## src/rtl/mem_bus_arbiter_if.sv

```systemverilog
// ============================================================================
// Module      : mem_bus_arbiter_if
// Description : Single req/ack external memory bus between arbiter and memory.
// Revision    : 1.0 - initial release
// ============================================================================
`default_nettype none

interface mem_bus_arbiter_if;
  logic        bus_stb_o;
  logic        bus_we_o;
  logic [3:0]  bus_sel_o;
  logic [31:0] bus_addr_o;
  logic [31:0] bus_data_o;
  logic [31:0] bus_data_i;
  logic        bus_ack_i;
  logic        bus_timeout_o;

  modport master (
    output bus_stb_o, bus_we_o, bus_sel_o, bus_addr_o, bus_data_o, bus_timeout_o,
    input  bus_data_i, bus_ack_i
  );

  modport slave (
    input  bus_stb_o, bus_we_o, bus_sel_o, bus_addr_o, bus_data_o, bus_timeout_o,
    output bus_data_i, bus_ack_i
  );
endinterface

`default_nettype wire

```

## src/rtl/mem_bus_arbiter.sv

```systemverilog
// ============================================================================
// Module      : mem_bus_arbiter
// Description : Shares one memory bus between IF and MEM (MEM first), with
//               per-requester stall requests and an optional wait timeout.
// Revision    : 1.0 - initial release
// ============================================================================
`default_nettype none

module mem_bus_arbiter #(
  parameter int unsigned TIMEOUT = 255,
  parameter int unsigned CNT_W   = 8
) (
  input  wire               clk,
  input  wire               reset_n,
  input  wire               if_ce_i,
  input  wire        [31:0] if_addr_i,
  output logic       [31:0] if_inst_o,
  output logic              stallreq_if_o,
  input  wire               mem_ce_i,
  input  wire               mem_we_i,
  input  wire        [3:0]  mem_sel_i,
  input  wire        [31:0] mem_addr_i,
  input  wire        [31:0] mem_data_i,
  output logic       [31:0] mem_data_o,
  output logic              stallreq_mem_o,
  input  wire               flush_i,
  mem_bus_arbiter_if.master bus
);

  typedef enum logic [2:0] {
    S_IDLE     = 3'd0,
    S_BUS_MEM  = 3'd1,
    S_BUS_IF   = 3'd2,
    S_DONE_MEM = 3'd3,
    S_DONE_IF  = 3'd4,
    S_DRAIN_IF = 3'd5
  } state_t;

  localparam logic [CNT_W-1:0] c_timeout    = CNT_W'(TIMEOUT);
  localparam logic [CNT_W-1:0] c_cnt_one    = CNT_W'(1);
  localparam bit               c_timeout_en = (TIMEOUT != 0);

  state_t           r_state;
  logic [CNT_W-1:0] r_cnt;
  logic             r_stb;
  logic             r_we;
  logic [3:0]       r_sel;
  logic [31:0]      r_addr;
  logic [31:0]      r_wdata;
  logic [31:0]      r_mem_data;
  logic [31:0]      r_if_inst;
  logic             r_timeout;
  logic             r_flushed;
  logic             r_dropped;

  logic             w_in_bus;
  logic             w_expire;
  logic             w_finish;
  logic [31:0]      w_rdata;
  logic             w_mem_drop;
  logic             w_if_flush;
  logic             w_if_drop;

  assign w_in_bus   = (r_state == S_BUS_MEM) || (r_state == S_BUS_IF);
  assign w_expire   = c_timeout_en && (r_cnt == c_timeout) && !bus.bus_ack_i;
  assign w_finish   = w_in_bus && (bus.bus_ack_i || w_expire);
  assign w_rdata    = w_expire ? 32'h0 : bus.bus_data_i;
  // Withdrawal or flush anywhere in the bus cycle, including its last cycle, discards the result.
  assign w_mem_drop = r_dropped | ~mem_ce_i;
  assign w_if_flush = r_flushed | flush_i;
  assign w_if_drop  = r_dropped | ~if_ce_i;

  always_ff @(posedge clk or negedge reset_n) begin
    if (!reset_n) begin
      r_state    <= S_IDLE;
      r_cnt      <= '0;
      r_stb      <= 1'b0;
      r_we       <= 1'b0;
      r_sel      <= 4'h0;
      r_addr     <= 32'h0;
      r_wdata    <= 32'h0;
      r_mem_data <= 32'h0;
      r_if_inst  <= 32'h0;
      r_timeout  <= 1'b0;
      r_flushed  <= 1'b0;
      r_dropped  <= 1'b0;
    end else begin
      r_timeout <= 1'b0;
      case (r_state)
        S_IDLE: begin
          r_cnt     <= '0;
          r_flushed <= 1'b0;
          r_dropped <= 1'b0;
          if (mem_ce_i) begin
            r_state <= S_BUS_MEM;
            r_stb   <= 1'b1;
            r_we    <= mem_we_i;
            r_sel   <= mem_sel_i;
            r_addr  <= mem_addr_i;
            r_wdata <= mem_data_i;
          end else if (if_ce_i) begin
            r_state <= S_BUS_IF;
            r_stb   <= 1'b1;
            r_we    <= 1'b0;
            r_sel   <= 4'hF;
            r_addr  <= if_addr_i;
          end
        end
        S_BUS_MEM, S_BUS_IF: begin
          if (w_finish) begin
            r_stb     <= 1'b0;
            r_cnt     <= '0;
            r_timeout <= w_expire;
            r_flushed <= 1'b0;
            r_dropped <= 1'b0;
            if (r_state == S_BUS_MEM) begin
              if (w_mem_drop) begin
                r_state <= S_IDLE;
              end else begin
                r_state <= S_DONE_MEM;
                if (!r_we) r_mem_data <= w_rdata;
              end
            end else if (w_if_flush) begin
              r_state <= S_DRAIN_IF;
            end else if (w_if_drop) begin
              r_state <= S_IDLE;
            end else begin
              r_state   <= S_DONE_IF;
              r_if_inst <= w_rdata;
            end
          end else begin
            r_cnt <= r_cnt + c_cnt_one;
            if ((r_state == S_BUS_IF) && flush_i) r_flushed <= 1'b1;
            if (((r_state == S_BUS_MEM) && !mem_ce_i) || ((r_state == S_BUS_IF) && !if_ce_i))
              r_dropped <= 1'b1;
          end
        end
        S_DONE_MEM, S_DONE_IF, S_DRAIN_IF: begin
          r_state <= S_IDLE;
        end
        default: begin
          r_state <= S_IDLE;
          r_stb   <= 1'b0;
        end
      endcase
    end
  end

  assign bus.bus_stb_o     = r_stb;
  assign bus.bus_we_o      = r_we;
  assign bus.bus_sel_o     = r_sel;
  assign bus.bus_addr_o    = r_addr;
  assign bus.bus_data_o    = r_wdata;
  assign bus.bus_timeout_o = r_timeout;
  assign mem_data_o        = r_mem_data;
  assign if_inst_o         = r_if_inst;

  // Gated by reset so both stalls read 0 while reset is asserted, even with requests pending.
  assign stallreq_mem_o = reset_n & mem_ce_i & (r_state != S_DONE_MEM);
  assign stallreq_if_o  = reset_n & if_ce_i  & (r_state != S_DONE_IF);

endmodule

`default_nettype wire

```

## src/flat_wrapper.sv

```systemverilog
// flat-port wrapper written by rule: the top's interface ports become plain ports
module mem_bus_arbiter_flat 
#(
  parameter int unsigned TIMEOUT = 255,
  parameter int unsigned CNT_W   = 8
)
  (clk, reset_n, if_ce_i, if_addr_i, if_inst_o, stallreq_if_o, mem_ce_i, mem_we_i, mem_sel_i, mem_addr_i, mem_data_i, mem_data_o, stallreq_mem_o, flush_i, bus_bus_stb_o, bus_bus_we_o, bus_bus_sel_o, bus_bus_addr_o, bus_bus_data_o, bus_bus_timeout_o, bus_bus_data_i, bus_bus_ack_i);
  mem_bus_arbiter_if bus_i ();
  input  wire clk;
  input  wire reset_n;
  input  wire if_ce_i;
  input  wire        [31:0] if_addr_i;
  output logic       [31:0] if_inst_o;
  output logic stallreq_if_o;
  input  wire mem_ce_i;
  input  wire mem_we_i;
  input  wire        [3:0] mem_sel_i;
  input  wire        [31:0] mem_addr_i;
  input  wire        [31:0] mem_data_i;
  output logic       [31:0] mem_data_o;
  output logic stallreq_mem_o;
  input  wire flush_i;
  output wire logic [$bits(bus_i.bus_stb_o)-1:0] bus_bus_stb_o;
  output wire logic [$bits(bus_i.bus_we_o)-1:0] bus_bus_we_o;
  output wire logic [$bits(bus_i.bus_sel_o)-1:0] bus_bus_sel_o;
  output wire logic [$bits(bus_i.bus_addr_o)-1:0] bus_bus_addr_o;
  output wire logic [$bits(bus_i.bus_data_o)-1:0] bus_bus_data_o;
  output wire logic [$bits(bus_i.bus_timeout_o)-1:0] bus_bus_timeout_o;
  input wire logic [$bits(bus_i.bus_data_i)-1:0] bus_bus_data_i;
  input wire logic [$bits(bus_i.bus_ack_i)-1:0] bus_bus_ack_i;
  assign bus_bus_stb_o = bus_i.bus_stb_o;
  assign bus_bus_we_o = bus_i.bus_we_o;
  assign bus_bus_sel_o = bus_i.bus_sel_o;
  assign bus_bus_addr_o = bus_i.bus_addr_o;
  assign bus_bus_data_o = bus_i.bus_data_o;
  assign bus_bus_timeout_o = bus_i.bus_timeout_o;
  assign bus_i.bus_data_i = bus_bus_data_i;
  assign bus_i.bus_ack_i = bus_bus_ack_i;
  mem_bus_arbiter #(.TIMEOUT(TIMEOUT), .CNT_W(CNT_W)) u_core (.clk(clk), .reset_n(reset_n), .if_ce_i(if_ce_i), .if_addr_i(if_addr_i), .if_inst_o(if_inst_o), .stallreq_if_o(stallreq_if_o), .mem_ce_i(mem_ce_i), .mem_we_i(mem_we_i), .mem_sel_i(mem_sel_i), .mem_addr_i(mem_addr_i), .mem_data_i(mem_data_i), .mem_data_o(mem_data_o), .stallreq_mem_o(stallreq_mem_o), .flush_i(flush_i), .bus(bus_i));
endmodule
```

## config.mk

```make
export PLATFORM = sky130hd
export DESIGN_NAME = mem_bus_arbiter_flat
export DESIGN_NICKNAME = d
export VERILOG_FILES = /design/src/rtl/mem_bus_arbiter_if.sv /design/src/rtl/mem_bus_arbiter.sv /design/src/flat_wrapper.sv
export SDC_FILE = /design/constraint.sdc
export NUM_CORES = 1
export LEC_CHECK = 0
export CORE_MARGIN = 2
export CORE_UTILIZATION = 47
export CTS_BUF_LIST = sky130_fd_sc_hd__clkbuf_8
export CTS_CLUSTER_SIZE = 40
export DETAILED_ROUTE_END_ITERATION = 10
export GPL_ROUTABILITY_DRIVEN = 0
export MAX_ROUTING_LAYER = met4
export PLACE_DENSITY = 0.93
export SYNTH_ARGS = -nofsm -noshare
export SYNTH_HDL_FRONTEND = slang
export SYNTH_SLANG_ARGS = --single-unit
```

## constraint.sdc

```tcl
create_clock -name clk -period 4.1 [get_ports clk]
set_input_delay 0.41 -clock clk [delete_from_list [all_inputs] [get_ports clk]]
set_output_delay 0.41 -clock clk [all_outputs]
set_load 0.02 [all_outputs]
```

Yosys cells after proc, flatten, opt, wreduce, memory -nomap -nowiden
Cells that the tools add are included.
- bits in read-only memories: 0
- memories: 0
- word-level logic and storage cells: 93
- flip-flop bits (word level): 148
- input bits: 139
- bits in writable memories: 0
- latch bits: 0
- output and inout bits: 137
- $mul: 0
- shift operators: 0
- bitwise logic cells: 15
- order comparisons: 0
- add/subtract/negate cells: 1
- eq/ne operators: 12
- multiplexer cells: 29
- divide/modulo/power cells: 0
- reductions and logical operators: 24
- operators by type and width (operator ; count):
    2-to-1 mux 32 bit ; 3
    2-to-1 mux 3 bit ; 6
    case mux 8 bit (2 select lines) ; 1
    2-to-1 mux 1 bit ; 11
    AND reduction 2 bit ; 5
    AND reduction 5 bit ; 2
    adder 8 x 1 -> 8 bit (second input constant) ; 1
    equality test 8 bit (second input constant) ; 1
    2-to-1 mux 4 bit ; 2
    2-to-1 mux 8 bit ; 1
    NOT 1 bit ; 8
    equality test 3 x 2 -> 1 bit (second input constant) ; 2
    equality test 3 bit (second input constant) ; 2
    != test 3 x 1 -> 1 bit (second input constant) ; 2
    != test 3 bit (second input constant) ; 2
    case mux 3 bit (2 select lines) ; 1
    logical AND 1 bit ; 5
    bitwise AND 1 bit ; 4
    case mux 1 bit (2 select lines) ; 2
    nonzero test 2 bit ; 2
    equality test 3 x 1 -> 1 bit (second input constant) ; 1
    zero test 1 bit ; 3
    zero test 3 bit ; 1
    logical OR 1 bit ; 3
    other kinds (8) ; 10

Depth between registers and ports, before layout
Gate-level depths: netlist (run 1).
- depth after elaboration: 7
- depth in mapped cells: 7
- mapped depth without buffers: 5

Worst setup path after synthesis (run 1)
OpenSTA, ideal clock, no wires.
- path kind: input to output
- from: input port mem_ce_i
- to: output port stallreq_mem_o
- cell stages on the path: 4
- data arrival time: 1.438 ns
- path slack: 2.252 ns
- path buffers: 2
- required time: 3.690 ns
- cell sequence: buf_1 buf_2 nand2_1 a21oi_1
- word-level cells in the longest chain between the ends: 2
- RTL lines (what ; line ; text):
    start: declaration ; flat_wrapper.sv:15 ; input wire mem_ce_i;
    bitwise AND 1 bit (2 in a row) ; mem_bus_arbiter.sv:159 ; assign stallreq_mem_o = reset_n & mem_ce_i & (r_state != S_DONE_MEM);
    end: declaration ; flat_wrapper.sv:21 ; output logic stallreq_mem_o;
No other way between the ends.

Worst setup path after layout (run 1)
- from: input port reset_n
- to: output port stallreq_if_o
- word-level cells in the longest chain between the ends: 2
- RTL lines (what ; line ; text):
    start: declaration ; flat_wrapper.sv:10 ; input wire reset_n;
    bitwise AND 1 bit (2 in a row) ; mem_bus_arbiter.sv:160 ; assign stallreq_if_o = reset_n & if_ce_i & (r_state != S_DONE_IF);
    end: declaration ; flat_wrapper.sv:14 ; output logic stallreq_if_o;
No other way between the ends.

==> results of run 1 <==
## layer usage
| layer | GRT usage, % | part of all wire [%] | up-vias |
|---|---|---|---|
| met2 | 42.1 | 48 | 231 |
| met4 | 12.6 | 4.6 | 0 |
| met5 | - | 0 | - |
| li1 | - | - | 2560 |
| met3 | 8.32 | 8.1 | 44 |
| met1 | 29.3 | 39 | 2610 |
## worst max-delay path by stage
stage	from	end	slack (ns)	cells past startpoint
detailed placement	bus_bus_ack_i	u_core.mem_data_o[17]$_DFFE_PN0P_	1.58	4
finish	reset_n	stallreq_if_o	1.29	4
floorplan	mem_ce_i	stallreq_mem_o	2.25	4
global route	reset_n	stallreq_if_o	1.15	4
CTS	reset_n	stallreq_if_o	1.24	4
global placement	bus_bus_ack_i	u_core.mem_data_o[10]$_DFFE_PN0P_	1.63	4
## power breakdown
group	total, mW	leakage (nW)	switching, mW	internal, mW
clock network	1.10	0.190	0.550	0.551
logic	3.49	2.52	1.88	1.60
registers	2.52	1.71	0.404	2.11
total	7.10	4.42	2.84	4.27
## worst register-to-register path: stages, from the launching register on
cell     delay, ns
dfrtp_1       0.42
ha_1          0.23
nand3_2       0.14
o21ba_4       0.32
and4b_2       1.00
mux2i_1       0.32
## kinds of logic (layout without fill, tap and decap cells)
logic type                 count (synthesis)  count (layout)  share of synthesized area, %
muxes                                     97              97                          15.1
adders and majority gates                  1               1                         0.195
buffers and inverters                    107             385                          7.28
DFF                                      148             148                          57.6
AOI/OAI and AO/OA                         67              67                          6.29
other                                      0               2                             0
xor gates and xnor gates                   2               2                         0.273
and+or+nand+nor                          204             204                          13.2
## cell type report
cell class	instances	area share [%]
flip-flops and latches	148	38.4
repair buffers	282	29.1
multi-input cells	371	23.4
inverters	72	2.80
clock buffers	18	2.57
well taps	176	2.28
clock inverters	13	1.39
diodes	2	0.0519
## sequential cells by signal (all words and copies together) (netlist names)
signal                    flops
u_core.r_flushed              1
u_core.bus.bus_data_o        32
u_core.bus.bus_sel_o          4
u_core.mem_data_o            32
u_core.r_dropped              1
u_core.if_inst_o             32
u_core.bus.bus_timeout_o      1
u_core.r_cnt                  8
u_core.bus.bus_we_o           1
u_core.bus.bus_addr_o        32
u_core.r_state                3
u_core.bus.bus_stb_o          1
## per-stage QoR
stage / instances / total power, mW / setup WS [ns] / hold slack [ns]
after floorplan: 626 / 4.26 / 2.25 / 0.114
after global placement: 1048 / 5.90 / 1.63 / 0.457
after detailed placement: 1048 / 6.03 / 1.58 / 0.466
after CTS: 1080 / 7.15 / 1.24 / 0.457
after global routing: 1082 / 7.54 / 1.15 / 0.482
final: 1082 / 7.10 / 1.29 / 0.483
## cell usage after synthesis
cell type / n / share of area [%]
xnor2_1: 1 / 0.14
and4_1: 1 / 0.14
xor2_1: 1 / 0.14
buf_1: 1 / 0.058
nand2_1: 137 / 8.0
a2111oi_0: 1 / 0.14
o21ai_1: 3 / 0.23
dfrtp_1: 148 / 58
and2_1: 1 / 0.097
nand3_1: 5 / 0.39
nand3b_1: 1 / 0.12
o21a_1: 1 / 0.12
nor3_1: 5 / 0.39
ha_1: 1 / 0.19
nor2b_1: 2 / 0.19
nand3_2: 1 / 0.16
mux2i_1: 96 / 15
o311ai_1: 1 / 0.14
buf_6: 6 / 1.1
or3_1: 2 / 0.19
mux2_1: 1 / 0.18
o311a_1: 1 / 0.16
nor2_1: 40 / 2.3
buf_2: 17 / 1.3
o21ba_4: 1 / 0.25
o21ai_0: 1 / 0.078
o22ai_1: 4 / 0.39
and4b_1: 1 / 0.16
nor4_4: 1 / 0.33
a211oi_1: 1 / 0.12
o22a_1: 4 / 0.55
a21oi_1: 40 / 3.1
and3_1: 1 / 0.097
a22oi_1: 1 / 0.12
nand4_1: 3 / 0.29
a31oi_1: 6 / 0.58
a32o_1: 1 / 0.16
clkbuf_1: 11 / 0.64
nand2b_1: 3 / 0.29
inv_1: 72 / 4.2
o2bb2a_1: 1 / 0.16
## cell usage in the layout (no fill, tap or decap), types with 2 or more instances in the layout
cell | netlist | routed
clkinv_2 | 0 | 5
nand3_1 | 5 | 5
nor2_1 | 40 | 40
nand4_1 | 3 | 3
nand2_1 | 137 | 137
clkbuf_8 | 0 | 18
a21oi_1 | 40 | 40
or3_1 | 2 | 2
clkinv_4 | 0 | 2
diode_2 | 0 | 2
mux2i_1 | 96 | 96
o22a_1 | 4 | 4
clkdlybuf4s50_1 | 0 | 273
o22ai_1 | 4 | 4
o21ai_1 | 3 | 3
buf_4 | 0 | 6
inv_1 | 72 | 72
nor3_1 | 5 | 5
bufinv_16 | 0 | 2
nand2b_1 | 3 | 3
clkinvlp_4 | 0 | 3
a31oi_1 | 6 | 6
dfrtp_1 | 148 | 148
nor2b_1 | 2 | 2
==> out/qor.yml, run 1 <==
status: "finished, final reports clean"
min_path_cells: 2
root_buffer: "clkbuf_8"
min_period_over_period_pct: 68.5
reg2reg_slack_ns: 1.59
multi_input_area_um2: 2260
routed_wirelength_mm: 18.0
fillCellCount: 919
fin_area_um2: 9640
cts.sinks: 148
cts_tree: "done"
first_pass_iters: 4
fin_crit_ns: 2.81
grt_pass1_vias: 5674
cp_max_fo: 77
floorplan.initialDensity_pct: 48.3
yosysUniqueCellTypes: 41
synth-seq-cells: 148
h-tree-depth: 4
vias: 5445
ys_warn_count: 0
syn2layout_area_growth_pct: 50.0
cts_resized: 0
syn_area_um2: 6420
drc: 0
cap_violations: 0
ant_nets: 0
min_delay_worst_endpoint: "u_core.bus.bus_data_o[11]$_DFFE_PN0P_"
die_w_um: 121
die-area_um2: 14600
r2r-end: "u_core.mem_data_o[0]$_DFFE_PN0P_"
drive_above_1_share_pct: 4.87
fin_skew_ns: 0.0184
slowest_stage: "clkdlybuf4s50_1"
slowest_delay_ns: 0.62
tightest_slew_ns: 1.24
cts.path.max_buffers: 2
grt_antenna_before_repair: 2
worstPathArrival_ns: 2.40
cts-buffers-inserted: 17
maxSlewViolCount: 0
cp_num_buf_inv: 3
power_density_nw_per_um2: 737
rsz0062_at_grt: "false"
critPathKind: "input pin to output port"
postCtsSetupRepairBufs: 0
crit_chain: "dlygate4sd3_1 > buf_6 > o311a_1 > clkdlybuf4s50_1"
startpoint_type: "input pin"
cp.required_ns: 3.69
reg2regPathDepth: 5
setup_viol: 0
grt_max_degree: 78
io_pins: 276
synthesis.instances: 626
seq_area_frac_synth_pct: 57.6
core_um2: 13300
clk_pin_slew_ns: 0.08
insertion_delay_ns: 0.44
final-seq-area_um2: 3700
dp_hpwl_mm: 13.1
cts_hold_buf: 1
via_per_inst: 5.03
synth_nets: 766
end_kind: "output port"
peakVddDrop_v: 0.000422
port_buffers: 275
rows: 42
wl_per_cell_um: 16.6
syn_area_per_cell_um2: 10.3
critical-path-top-delay-family: "buffers and inverters"
finalHoldViolations: 0
r2r-start: "u_core.r_cnt[0]$_DFFE_PN0P_"
slew_headroom_pct: 17.2
min-delay-path-class: "flip-flop to flip-flop"
postPlaceCellArea_um2: 9240
nNetsFinal: 1032
grt_overflow: 0
fmax_mhz: 356
grt_usage_pct: 26.1
grt_pass1_wl_mm: 28.6
drtIter0Drc: 337
p_leak_nw: 4.42
final_util_pct: 72.5
die_height_um: 121
min_from: "u_core.bus.bus_data_o[11]$_DFFE_PN0P_"
tns_ns: 0
Power figures use the tool's default switching activity.
==> inputs of run 2 (changes only) <==
- CORE_UTILIZATION: 47 -> 40
- PLACE_DENSITY: 0.93 -> 0.84
- clock period: 4.1 -> 2.4 ns (I/O delays scaled with it)
==> out/qor.yml, run 2 (synthesized netlist as in run 1, its figures left out) <==
status: "finished, final reports clean"
slew_headroom_pct: 57.5  # +40 points
final_cell_mix: "clkdlybuf4s50_1, dfrtp_1, nand2_1, mux2i_1, inv_1"
die-area_um2: 17100  # +17%
worstPathArrival_ns: 2.00  # -0.40 ns
drtIter0Drc: 307  # -8.9%
min_path_cells: 3  # +1
p_leak_nw: 4.49  # +1.8%
die_height_um: 131  # +8.1%
rsz0062_at_grt: "false"
grt_pass1_vias: 5454  # -3.9%
fillCellCount: 1313  # +43%
tns_ns: 0  # unchanged
fin_skew_ns: 0.0201  # +0.00166 ns
postCtsSetupRepairBufs: 0  # unchanged
peakVddDrop_v: 0.000585  # +38%
cts_resized: 0  # unchanged
reg2regPathDepth: 6  # +1
drc: 0  # unchanged
r2r-start: "u_core.r_cnt[0]$_DFFE_PN0P_"
end_kind: "output port"
grt_overflow: 0  # unchanged
nNetsFinal: 1039  # +0.68%
min_delay_worst_endpoint: "u_core.bus.bus_data_o[22]$_DFFE_PN0P_"
floorplan.initialDensity_pct: 40.7  # -7.6 points
cp.required_ns: 2.16  # -1.53 ns
port_buffers: 275  # unchanged
io_pins: 276  # unchanged
grt_max_degree: 115  # +47%
maxSlewViolCount: 0  # unchanged
first_pass_iters: 4  # unchanged
cts_tree: "done"
final_common_cell: "clkdlybuf4s50_1"
die_w_um: 131  # +8.1%
dp_slack_ns: 0.306  # -1.27 ns
fin_crit_ns: 2.24
grt_usage_pct: 21.4  # -4.7 points
power_density_nw_per_um2: 1260  # +71%
vias: 5332  # -2.1%
reg2reg_slack_ns: 0.42  # -1.17 ns
ant_nets: 0  # unchanged
cp_max_fo: 12  # -84%
critPathKind: "flip-flop to output port"
startpoint_type: "flip-flop"
rows: 46  # +9.5%
tightest_slew_ns: 0.638  # -0.605 ns
n_antenna_cell: 0  # -2
cap_violations: 0  # unchanged
cts-buffers-inserted: 17  # unchanged
cts.sinks: 148  # unchanged
min-delay-path-class: "input pin to flip-flop"
routed_wirelength_mm: 17.5  # -2.6%
grt_pass1_wl_mm: 27.3  # -4.5%
min_period_over_period_pct: 93.3
clk_pin_slew_ns: 0.10  # +0.02 ns
setup_viol: 0  # unchanged
fmax_mhz: 447
via_per_inst: 4.73  # -6.1%
cts_hold_buf: 1  # unchanged
fin_ws_ns: 0.161  # -1.13 ns
dp_hpwl_mm: 12.8  # -2.3%
syn2layout_area_growth_pct: 53.3
drive_above_1_share_pct: 5.59  # +0.72 points
root_buffer: "clkbuf_8"
h-tree-depth: 4  # unchanged
grt_antenna_before_repair: 0  # -2
finalHoldViolations: 0  # unchanged
min_from: "mem_data_i[22]"
insertion_delay_ns: 0.45  # about the same
r2r-end: "u_core.mem_data_o[18]$_DFFE_PN0P_"
core_um2: 15800  # +19%
wl_per_cell_um: 15.5  # -6.6%
cts.path.max_buffers: 2  # unchanged
==> run 2: changes by cell type in the layout (fill, tap and decap cells not counted) <==
cell,previous run,this run
clkinvlp_4,3,2
clkinv_2,5,1
diode_2,2,0
inv_1,72,73
inv_8,0,1
buf_12,0,4
buf_4,6,9
bufinv_16,2,4
clkinv_4,2,5
clkbuf_8,18,17
==> run 2: report_power, final <==
group / switching (mW) / internal, mW
Combinational: 3.19 / 2.82
Clock: 0.986 / 1.14
Sequential: 0.689 / 3.61
Total: 4.87 / 7.57
==> run 2: cell type report <==
cell class	instances	area, um^2	area share (%)
repair buffers	289	2910	29.5
clock buffers	17	234	2.38
inverters	72	270	2.74
multi-input cells	371	2260	22.9
well taps	216	270	2.74
clock inverters	15	208	2.11
flip-flops and latches	148	3700	37.6
==> run 2: worst max-delay path, cell delays in order (launching register included) <==
cell	delay [ns]
dfrtp_1	0.51
nor2b_1	0.23
a21oi_1	0.18
clkdlybuf4s50_1	0.65
==> run 2: how the worst max path moves through the flow <==
stage                                  startpoint                               end  slack (ns)  cells past startpoint
finish              u_core.r_state[0]$_DFFE_PN0P_                    stallreq_mem_o        0.16                      3
global route        u_core.r_state[2]$_DFFE_PN0P_                     stallreq_if_o        0.03                      3
CTS                 u_core.r_state[2]$_DFFE_PN0P_                     stallreq_if_o        0.12                      3
detailed placement                        if_ce_i  u_core.if_inst_o[27]$_DFFE_PN0P_        0.31                      6
global placement                          if_ce_i   u_core.if_inst_o[2]$_DFFE_PN0P_        0.38                      6
floorplan             u_core.r_cnt[0]$_DFFE_PN0P_   u_core.if_inst_o[0]$_DFFE_PN0P_        0.62                      6
==> run 2: per-stage QoR <==
| stage | util (%) | total power [mW] | hold slack, ns | std cells | area, um^2 |
|---|---|---|---|---|---|
| 3_3_place_gp | 59.6 | 10.2 | 0.337 | 1095 | 9400 |
| 4_1_cts | 62.4 | 12.6 | 0.283 | 1128 | 9850 |
| 5_1_grt | 62.4 | 13.2 | 0.292 | 1128 | 9850 |
| 3_5_place_dp | 59.6 | 10.4 | 0.342 | 1095 | 9400 |
| 2_1_floorplan | - | 7.28 | -0.0556 | 626 | 6420 |
| 6_report | 62.4 | 12.4 | 0.312 | 1128 | 9850 |
==> run 2: per-layer routing <==
metal  global-route usage [%]  part of all wire, %
met5                        -                    0
met4                     6.13                  1.7
met3                     7.04                  8.2
met2                     34.1                   49
met1                     26.2                   42
